--- config.mk ---
export PLATFORM = sky130hd
export DESIGN_NAME = adder_seq_ctrl
export DESIGN_NICKNAME = d
export VERILOG_FILES = /design/src/rtl/adder_seq_ctrl_pkg.sv /design/src/rtl/adder_seq_ctrl_add_w.sv /design/src/rtl/adder_seq_ctrl.sv
export SDC_FILE = /design/constraint.sdc
export NUM_CORES = 1
export LEC_CHECK = 0
export BUFFER_PORTS_ARGS = -buffer_cell sky130_fd_sc_hd__buf_2
export CORE_UTILIZATION = 35
export DETAILED_ROUTE_END_ITERATION = 10
export PLACE_DENSITY = 0.58
export SYNTH_ARGS = -nofsm -noshare
export SYNTH_HDL_FRONTEND = slang
export SYNTH_SLANG_ARGS = --single-unit
--- constraint.sdc ---
create_clock -name clk -period 3.03 [get_ports clk]
set_clock_uncertainty 0.15 [all_clocks]
set_input_delay 0.4545 -clock clk [delete_from_list [all_inputs] [get_ports clk]]
set_output_delay 0.4545 -clock clk [all_outputs]
set_load 0.01 [all_outputs]
--- src/rtl/adder_seq_ctrl_pkg.sv ---
// Shared types and constants for the sequential adder controller.
// The result width is fixed to the 8-bit downstream reg8.
package adder_pkg;

  localparam int ADDER_WIDTH = 8;

  typedef enum logic [1:0] {
    S_WAIT_A,
    S_WAIT_B,
    S_ADD,
    S_DONE
  } adder_state_t;

endpackage

--- src/rtl/adder_seq_ctrl_add_w.sv ---
// Combinational unsigned adder producing {cout, sum}.
// It is kept separate so the controller only handles sequencing.
module add_w
  import adder_pkg::*;
#(
  parameter int WIDTH = ADDER_WIDTH
) (
  input  logic [WIDTH-1:0] a,
  input  logic [WIDTH-1:0] b,
  output logic [WIDTH-1:0] sum,
  output logic             cout
);

  assign {cout, sum} = {1'b0, a} + {1'b0, b};

endmodule

--- src/rtl/adder_seq_ctrl.sv ---
// Operand-collecting controller: takes A then B from a byte stream, adds them,
// strobes the result into the downstream reg8 and waits for acknowledgement.
module adder_seq_ctrl
  import adder_pkg::*;
#(
  parameter int WIDTH = ADDER_WIDTH,
  parameter int CNT_W = 8
) (
  input  logic             clk,
  input  logic             reset,
  input  logic             in_valid,
  input  logic [WIDTH-1:0] in_data,
  output logic             in_ready,
  output logic [WIDTH-1:0] r_data,
  output logic             r_en,
  output logic             carry,
  output logic             out_valid,
  input  logic             out_ready,
  output logic [CNT_W-1:0] op_count
);

  adder_state_t     state_reg, state_next;
  logic [WIDTH-1:0] opa_reg, opa_next;
  logic [WIDTH-1:0] opb_reg, opb_next;
  logic [WIDTH-1:0] r_data_reg, r_data_next;
  logic             carry_reg, carry_next;
  logic             r_en_reg, r_en_next;
  logic             out_valid_reg, out_valid_next;
  logic [CNT_W-1:0] op_count_reg, op_count_next;

  logic [WIDTH-1:0] sum;
  logic             cout;

  add_w #(.WIDTH(WIDTH)) u_add (
    .a    (opa_reg),
    .b    (opb_reg),
    .sum  (sum),
    .cout (cout)
  );

  // Acceptance depends on state alone so upstream can never form a loop through in_valid.
  assign in_ready = (state_reg == S_WAIT_A) || (state_reg == S_WAIT_B);

  always_comb begin
    state_next     = state_reg;
    opa_next       = opa_reg;
    opb_next       = opb_reg;
    r_data_next    = r_data_reg;
    carry_next     = carry_reg;
    r_en_next      = 1'b0;
    out_valid_next = out_valid_reg;
    op_count_next  = op_count_reg;
    case (state_reg)
      S_WAIT_A: begin
        if (in_valid) begin
          opa_next   = in_data;
          state_next = S_WAIT_B;
        end
      end
      S_WAIT_B: begin
        if (in_valid) begin
          opb_next   = in_data;
          state_next = S_ADD;
        end
      end
      S_ADD: begin
        r_data_next    = sum;
        carry_next     = cout;
        r_en_next      = 1'b1;
        out_valid_next = 1'b1;
        state_next     = S_DONE;
      end
      S_DONE: begin
        if (out_ready) begin
          out_valid_next = 1'b0;
          op_count_next  = op_count_reg + CNT_W'(1);
          state_next     = S_WAIT_A;
        end
      end
      default: state_next = S_WAIT_A;
    endcase
  end

  always_ff @(posedge clk or negedge reset) begin
    if (!reset) begin
      state_reg     <= S_WAIT_A;
      opa_reg       <= '0;
      opb_reg       <= '0;
      r_data_reg    <= '0;
      carry_reg     <= 1'b0;
      r_en_reg      <= 1'b0;
      out_valid_reg <= 1'b0;
      op_count_reg  <= '0;
    end else begin
      state_reg     <= state_next;
      opa_reg       <= opa_next;
      opb_reg       <= opb_next;
      r_data_reg    <= r_data_next;
      carry_reg     <= carry_next;
      r_en_reg      <= r_en_next;
      out_valid_reg <= out_valid_next;
      op_count_reg  <= op_count_next;
    end
  end

  assign r_data    = r_data_reg;
  assign carry     = carry_reg;
  assign r_en      = r_en_reg;
  assign out_valid = out_valid_reg;
  assign op_count  = op_count_reg;

`ifndef SYNTHESIS
  // Handshake inputs must be known whenever the current state looks at them.
  always @(posedge clk) begin
    if (reset) begin
      if (in_ready) assert (!$isunknown(in_valid));
      if (state_reg == S_DONE) assert (!$isunknown(out_ready));
    end
  end
`endif

endmodule

==> results.cfg, run 1 <==
[clock_tree]
worstSkewPairLatency_ns = 0.29
cts_setup_buffers = 0
clock_sinks = 37
htreeDepth = 2
cts_tree = yes
cts_hold_buf = 0
clk_pin_slew_worst_paths_ns = 0.07
cts_resized = 0
clk_path_buf_depth = 2
cts_made_buffers = 5
root_buffer = clkbuf_8

[worst_setup_path]
worstPathRequired_ns = 3.10
regToRegSetupSlack_ns = 0.97
worstSetupPathType = register to register
crit_arrival_ns = 2.13
reg2reg_from = opa_reg[0]$_DFFE_PN0P_
timing.rr.end = r_data[6]$_DFFE_PN0P_
critPathMaxFanout = 3
startpoint_type = register
crit_start = opa_reg[0]$_DFFE_PN0P_
worstSetupEndpointType = register
rr_worst_depth = 6
endpoint = r_data[6]$_DFFE_PN0P_

[outcome]
status = finished, final reports clean

[placed_design]
dp_cells = 256
hpwlAfterDp_um = 2390
port_buffers = 31
finalWeightedCongestion = 0.700
dp_slack_ns = 0.985

[route]
wl_per_cell_um = 12.8
vias_per_cell = 4.89
routed_wl_um = 3390
drt_first_pass_iters = 2
ant_nets = 0
vias = 1292
drtIter0Drc = 31
drc = 0

[power]
p_total_mw = 2.65
p_leak_nw = 1.05
irDropWorstVdd_uv = 542
powerDensity_nw_per_um2 = 1200

[timing]
fin_setup_tns_ns = 0
setup_viol = 0
worstMarginPinSlew_ns = 0.832
hold_violations = 0
rsz0062_at_grt = no
relSlewSlack_pct = 44.5
post-route-min-period_ns = 2.06
slew_violations = 0
period_share_pct = 67.9
max_freq_mhz = 486
timing.hold.ws_ns = 0.112
final.setup.worst_slack_ns = 0.973

[global_routing]
grt_max_degree = 38
grt_pass1_wl_um = 5630
overflow = 0
grtUsageTotal_pct = 13.9
antenna_found_initial = 0
grt_pass1_vias = 1262

[cells_and_area]
n_antenna_cell = 0
drive_above_1_share_pct = 31.4
final_cells = 264
area_delta_synth_final_pct = 19.9
layout.nets = 220
fillers = 513

[worst_hold_path]
hold_class = input port to async pin

[synthesis]
ys_warn_count = 0
avgSynthCellArea_um2 = 11.6
synthDistinctLibCells = 33
synth_seq_area_share_pct = 50.3
ys_seq_elements = 37
netlist_area_um2 = 1840
syn_nets = 185
synthCells = 158

[floorplanning]
rows = 26
dieArea_um2 = 5550
io_pins = 32
die_w_um = 74.5
core_um2 = 5070
initial_core_util_pct = 36.2
die_h_um = 74.5

[job]
max_cap_viol_count = 0
[how the worst min path moves through the flow]
stage / start / end / slack, ns
6_report: reset / op_count[5]$_DFFE_PN0P_ / 0.11
5_1_grt: reset / op_count[5]$_DFFE_PN0P_ / 0.18
4_1_cts: reset / opb_reg[6]$_DFFE_PN0P_ / 0.15
3_5_place_dp: op_count[7]$_DFFE_PN0P_ / op_count[7]$_DFFE_PN0P_ / 0.33
3_3_place_gp: op_count[7]$_DFFE_PN0P_ / op_count[7]$_DFFE_PN0P_ / 0.31
2_1_floorplan: reset / carry$_DFFE_PN0P_ / 0.009
[cell usage in the layout, fill, tap and decap left out]
cell type  synthesis  final
xor2_1             3      3
nand3_1            2      2
nor3_1             1      1
o21ai_0           10     10
mux2i_1            1      1
nand4b_1           1      1
clkbuf_8           0      5
a21oi_1            7      7
ha_1              14     14
nor2_1             8      8
o2111ai_1          1      1
nand4_1            1      1
buf_2              0     31
or3_1              1      1
o31ai_1            1      1
nor3b_1            1      1
a21o_1             1      1
mux2_2            20     20
o21a_1             1      1
and3_1             3      3
and2_0             1      1
nor2b_1            1      1
o32ai_1            1      1
o211ai_1           1      1
fa_1               1      1
dfrtp_1           37     37
o22ai_1            4      4
a211oi_1           3      3
inv_1              9      9
xnor2_1            6      6
a211oi_2           1      1
nand3b_1           2      2
clkinv_2           0      1
bufinv_16          0      2
nand2_1           10     10
a21o_2             1      1
[Yosys cell counts, drive strengths merged]
cell | n | area share, %
nor3b | 1 | 0.41
xor2 | 3 | 1.4
a21o | 2 | 0.88
nand4 | 1 | 0.34
o21a | 1 | 0.41
nand3b | 2 | 0.82
a21oi | 7 | 1.9
o22ai | 4 | 1.4
fa | 1 | 1.1
ha | 14 | 9.5
dfrtp | 37 | 50
nand3 | 2 | 0.54
o32ai | 1 | 0.48
a211oi | 4 | 1.9
nor2b | 1 | 0.34
o21ai | 10 | 2.7
inv | 9 | 1.8
mux2 | 20 | 12
xnor2 | 6 | 2.9
nor2 | 8 | 1.6
mux2i | 1 | 0.54
nand2 | 10 | 2.0
o31ai | 1 | 0.41
nand4b | 1 | 0.48
o211ai | 1 | 0.41
nor3 | 1 | 0.27
and3 | 3 | 1.0
clkbuf | 3 | 0.61
and2 | 1 | 0.34
or3 | 1 | 0.34
o2111ai | 1 | 0.48
[critical path: stages, from the launching register on]
cell and delay (ns):
dfrtp_1 0.39, ha_1 0.24, fa_1 0.44, a211oi_2 0.23, nor2_1 0.11, or3_1 0.35
nand3_1 0.08
[where the power goes]
group | internal, mW | switching [mW] | total [mW]
clock | 0.327 | 0.176 | 0.503
combinational | 0.600 | 0.666 | 1.27
sequential | 0.730 | 0.152 | 0.881
[per-layer routing]
layer  GRT usage (%)  part of all wire [%]  wire length (um)  vias up
met3            3.79                   4.4               149        8
met4            6.92                   1.8                60        0
met2            22.3                    47              1590       28
met5               0                     0                 0        -
met1            17.2                    47              1590      625
li1                -                     -                 -      631
[cells by family after synthesis]
| logic type | Yosys count | synth area share, % |
|---|---|---|
| XOR/XNOR | 9 | 4.29 |
| AO/OA/AOI/OAI | 32 | 11.0 |
| multiplexers | 21 | 12.8 |
| flip-flops | 37 | 50.3 |
| adder cells (fa/ha/maj) | 15 | 10.6 |
| buffers and inverters | 12 | 2.45 |
| AND/OR/NAND/NOR | 32 | 8.57 |
[through the flow]
step	utilization [%]	cell area, um^2
after floorplan	-	1840
after global placement	40.8	2070
after detailed placement	40.8	2070
after CTS	43.4	2200
after global routing	43.4	2200
final	43.4	2200
[cell type report]
| type | count | area [um^2] | area share, % |
|---|---|---|---|
| repair buffers | 31 | 155 | 7.04 |
| multi-input cells | 109 | 868 | 39.4 |
| flip-flops and latches | 37 | 926 | 42.0 |
| inverters | 9 | 33.8 | 1.53 |
| clock inverters | 3 | 65.1 | 2.95 |
| well taps | 70 | 87.6 | 3.97 |
| clock buffers | 5 | 68.8 | 3.12 |
(Power assumes the default switching activity.)
==> inputs of run 2 (changes only) <==
PLACE_DENSITY = 0.6   (was 0.58)
clock period = 1.7 ns   (was 3.03 ns; I/O delays follow)
==> run 2 against run 1 <==
The run now ends with negative setup slack left. Count of clock-buffer cells in the layout is 2 higher. Wire length is 11% higher. Register-to-register slack worse by 1.1 ns. Sequential share of layout area is 4.0 points lower. Global-route usage is 1.5 points higher. First-iteration DRC count is 16% lower. Sequential cell count stayed put. Die area stayed put. Critical endpoint is now carry$_DFFE_PN0P_. Largest power group unchanged.
==> results.cfg, run 2 (synthesis results as in run 1) <==
[power]
p_total_mw = 5.29
powerDensity_nw_per_um2 = 2170
irDropWorstVdd_uv = 1050
p_leak_nw = 1.13

[worst_setup_path]
worstSetupPathType = register to register
startpoint_type = register
crit_arrival_ns = 1.85
worstPathRequired_ns = 1.71
crit_start = opb_reg[0]$_DFFE_PN0P_
reg2reg_from = opb_reg[0]$_DFFE_PN0P_
rr_worst_depth = 6
critPathMaxFanout = 3
worstSetupEndpointType = register

[route]
routed_wl_um = 3760
vias = 1349
drt_first_pass_iters = 4
drc = 0
ant_nets = 0
drtIter0Drc = 26
wl_per_cell_um = 13.4
vias_per_cell = 4.82

[global_routing]
overflow = 0
grt_use_met3_pct = 5.01
busiest_layer = met2
antenna_found_initial = 0
grt.met1_usage_pct = 20.7
grt_pass1_vias = 1354
grt_pass1_wl_um = 6250
grt_use_met2_pct = 23.6
grtUsageTotal_pct = 15.4
grt_max_degree = 21

[clock_tree]
clock_sinks = 37
clk_pin_slew_worst_paths_ns = 0.07
clk_path_buf_depth = 2
htreeDepth = 2
root_buffer = clkbuf_8
worstSkewPairLatency_ns = 0.28
cts_made_buffers = 5
cts_tree = yes

[worst_hold_path]
hold_class = input port to register
hold_depth = 2
hp-start = out_ready

[cells_and_area]
final_cell_mix = 37 x dfrtp_1, 31 x buf_2, 20 x mux2_2
layout_commonest_cell = dfrtp_1
drive_above_1_share_pct = 44.8
final_cells = 280
n_antenna_cell = 0
final_util_pct = 48.1
layout.nets = 237
area_delta_synth_final_pct = 32.7

[floorplanning]
rows = 26
initial_core_util_pct = 36.2
core_um2 = 5070
dieArea_um2 = 5550
die_h_um = 74.5
io_pins = 32
die_w_um = 74.5

[placed_design]
dp_slack_ns = -0.206
dp_cells = 269
port_buffers = 31
finalWeightedCongestion = 0.866
hpwlAfterDp_um = 2710

[timing]
slew_violations = 0
setup_viol = 4
rsz0062_at_grt = yes
hold_violations = 0
fin_setup_tns_ns = -0.367
period_share_pct = 108
max_freq_mhz = 543
relSlewSlack_pct = 70.9
final.setup.worst_slack_ns = -0.142
post-route-min-period_ns = 1.84
worstMarginPinSlew_ns = 0.437

[outcome]
violations = negative setup slack
status = finished, violations left

[job]
max_cap_viol_count = 0
run 2: metrics by stage:
step                      hold slack [ns]  cell area [um^2]
after floorplan                    -0.191              1850
after global placement             0.0671              2220
after detailed placement           0.0761              2220
after CTS                          0.0306              2350
after global routing               0.0527              2440
final                              0.0552              2440
run 2: cell type report:
type	instances	area, um^2
repair buffers	48	323
multi-input cells	109	983
well taps	70	87.6
flip-flops and latches	37	926
clock buffers	7	86.3
inverters	9	33.8
fillers	488	2640
run 2: where the power goes:
| part | total [mW] | internal, mW | switching, mW |
|---|---|---|---|
| Combinational | 3.06 | 1.63 | 1.43 |
| Sequential | 1.62 | 1.30 | 0.320 |
| Clock | 0.615 | 0.322 | 0.293 |
| Total | 5.29 | 3.26 | 2.04 |
run 2: per-layer routing:
metal,vias to the layer above,routed length [um]
met5,-,0
li1,661,-
met4,0,18
met1,658,1810
met2,28,1760
met3,2,176
run 2: path summary, 6_finish.rpt:
path	endpoint	slack (ns)
setup / recovery	carry$_DFFE_PN0P_	-0.14
hold reg to reg	op_count[7]$_DFFE_PN0P_	0.32
min in group asynchronous	op_count[5]$_DFFE_PN0P_	0.29
max in group asynchronous	r_data[3]$_DFFE_PN0P_	0.64
hold / removal	out_valid$_DFFE_PN0P_	0.06
setup reg to reg	carry$_DFFE_PN0P_	-0.14
run 2: critical path: stages (launching register included):
cell,delay [ns]
dfrtp_1,0.38
ha_2,0.20
fa_2,0.35
a211oi_2,0.24
nor2_2,0.07
o31ai_1,0.23
a21oi_1,0.10
run 2: timing repair:
| item | 4_1_cts | 5_1_grt |
|---|---|---|
| endpoints found under the setup margin | 6 | 10 |
| hold buffers | 1 | 0 |
| gates resized for setup | 8 | 14 |
| hold endpoints to repair | 17 | 0 |
| setup buffers | 2 | 1 |
| pin swaps | 7 | 5 |
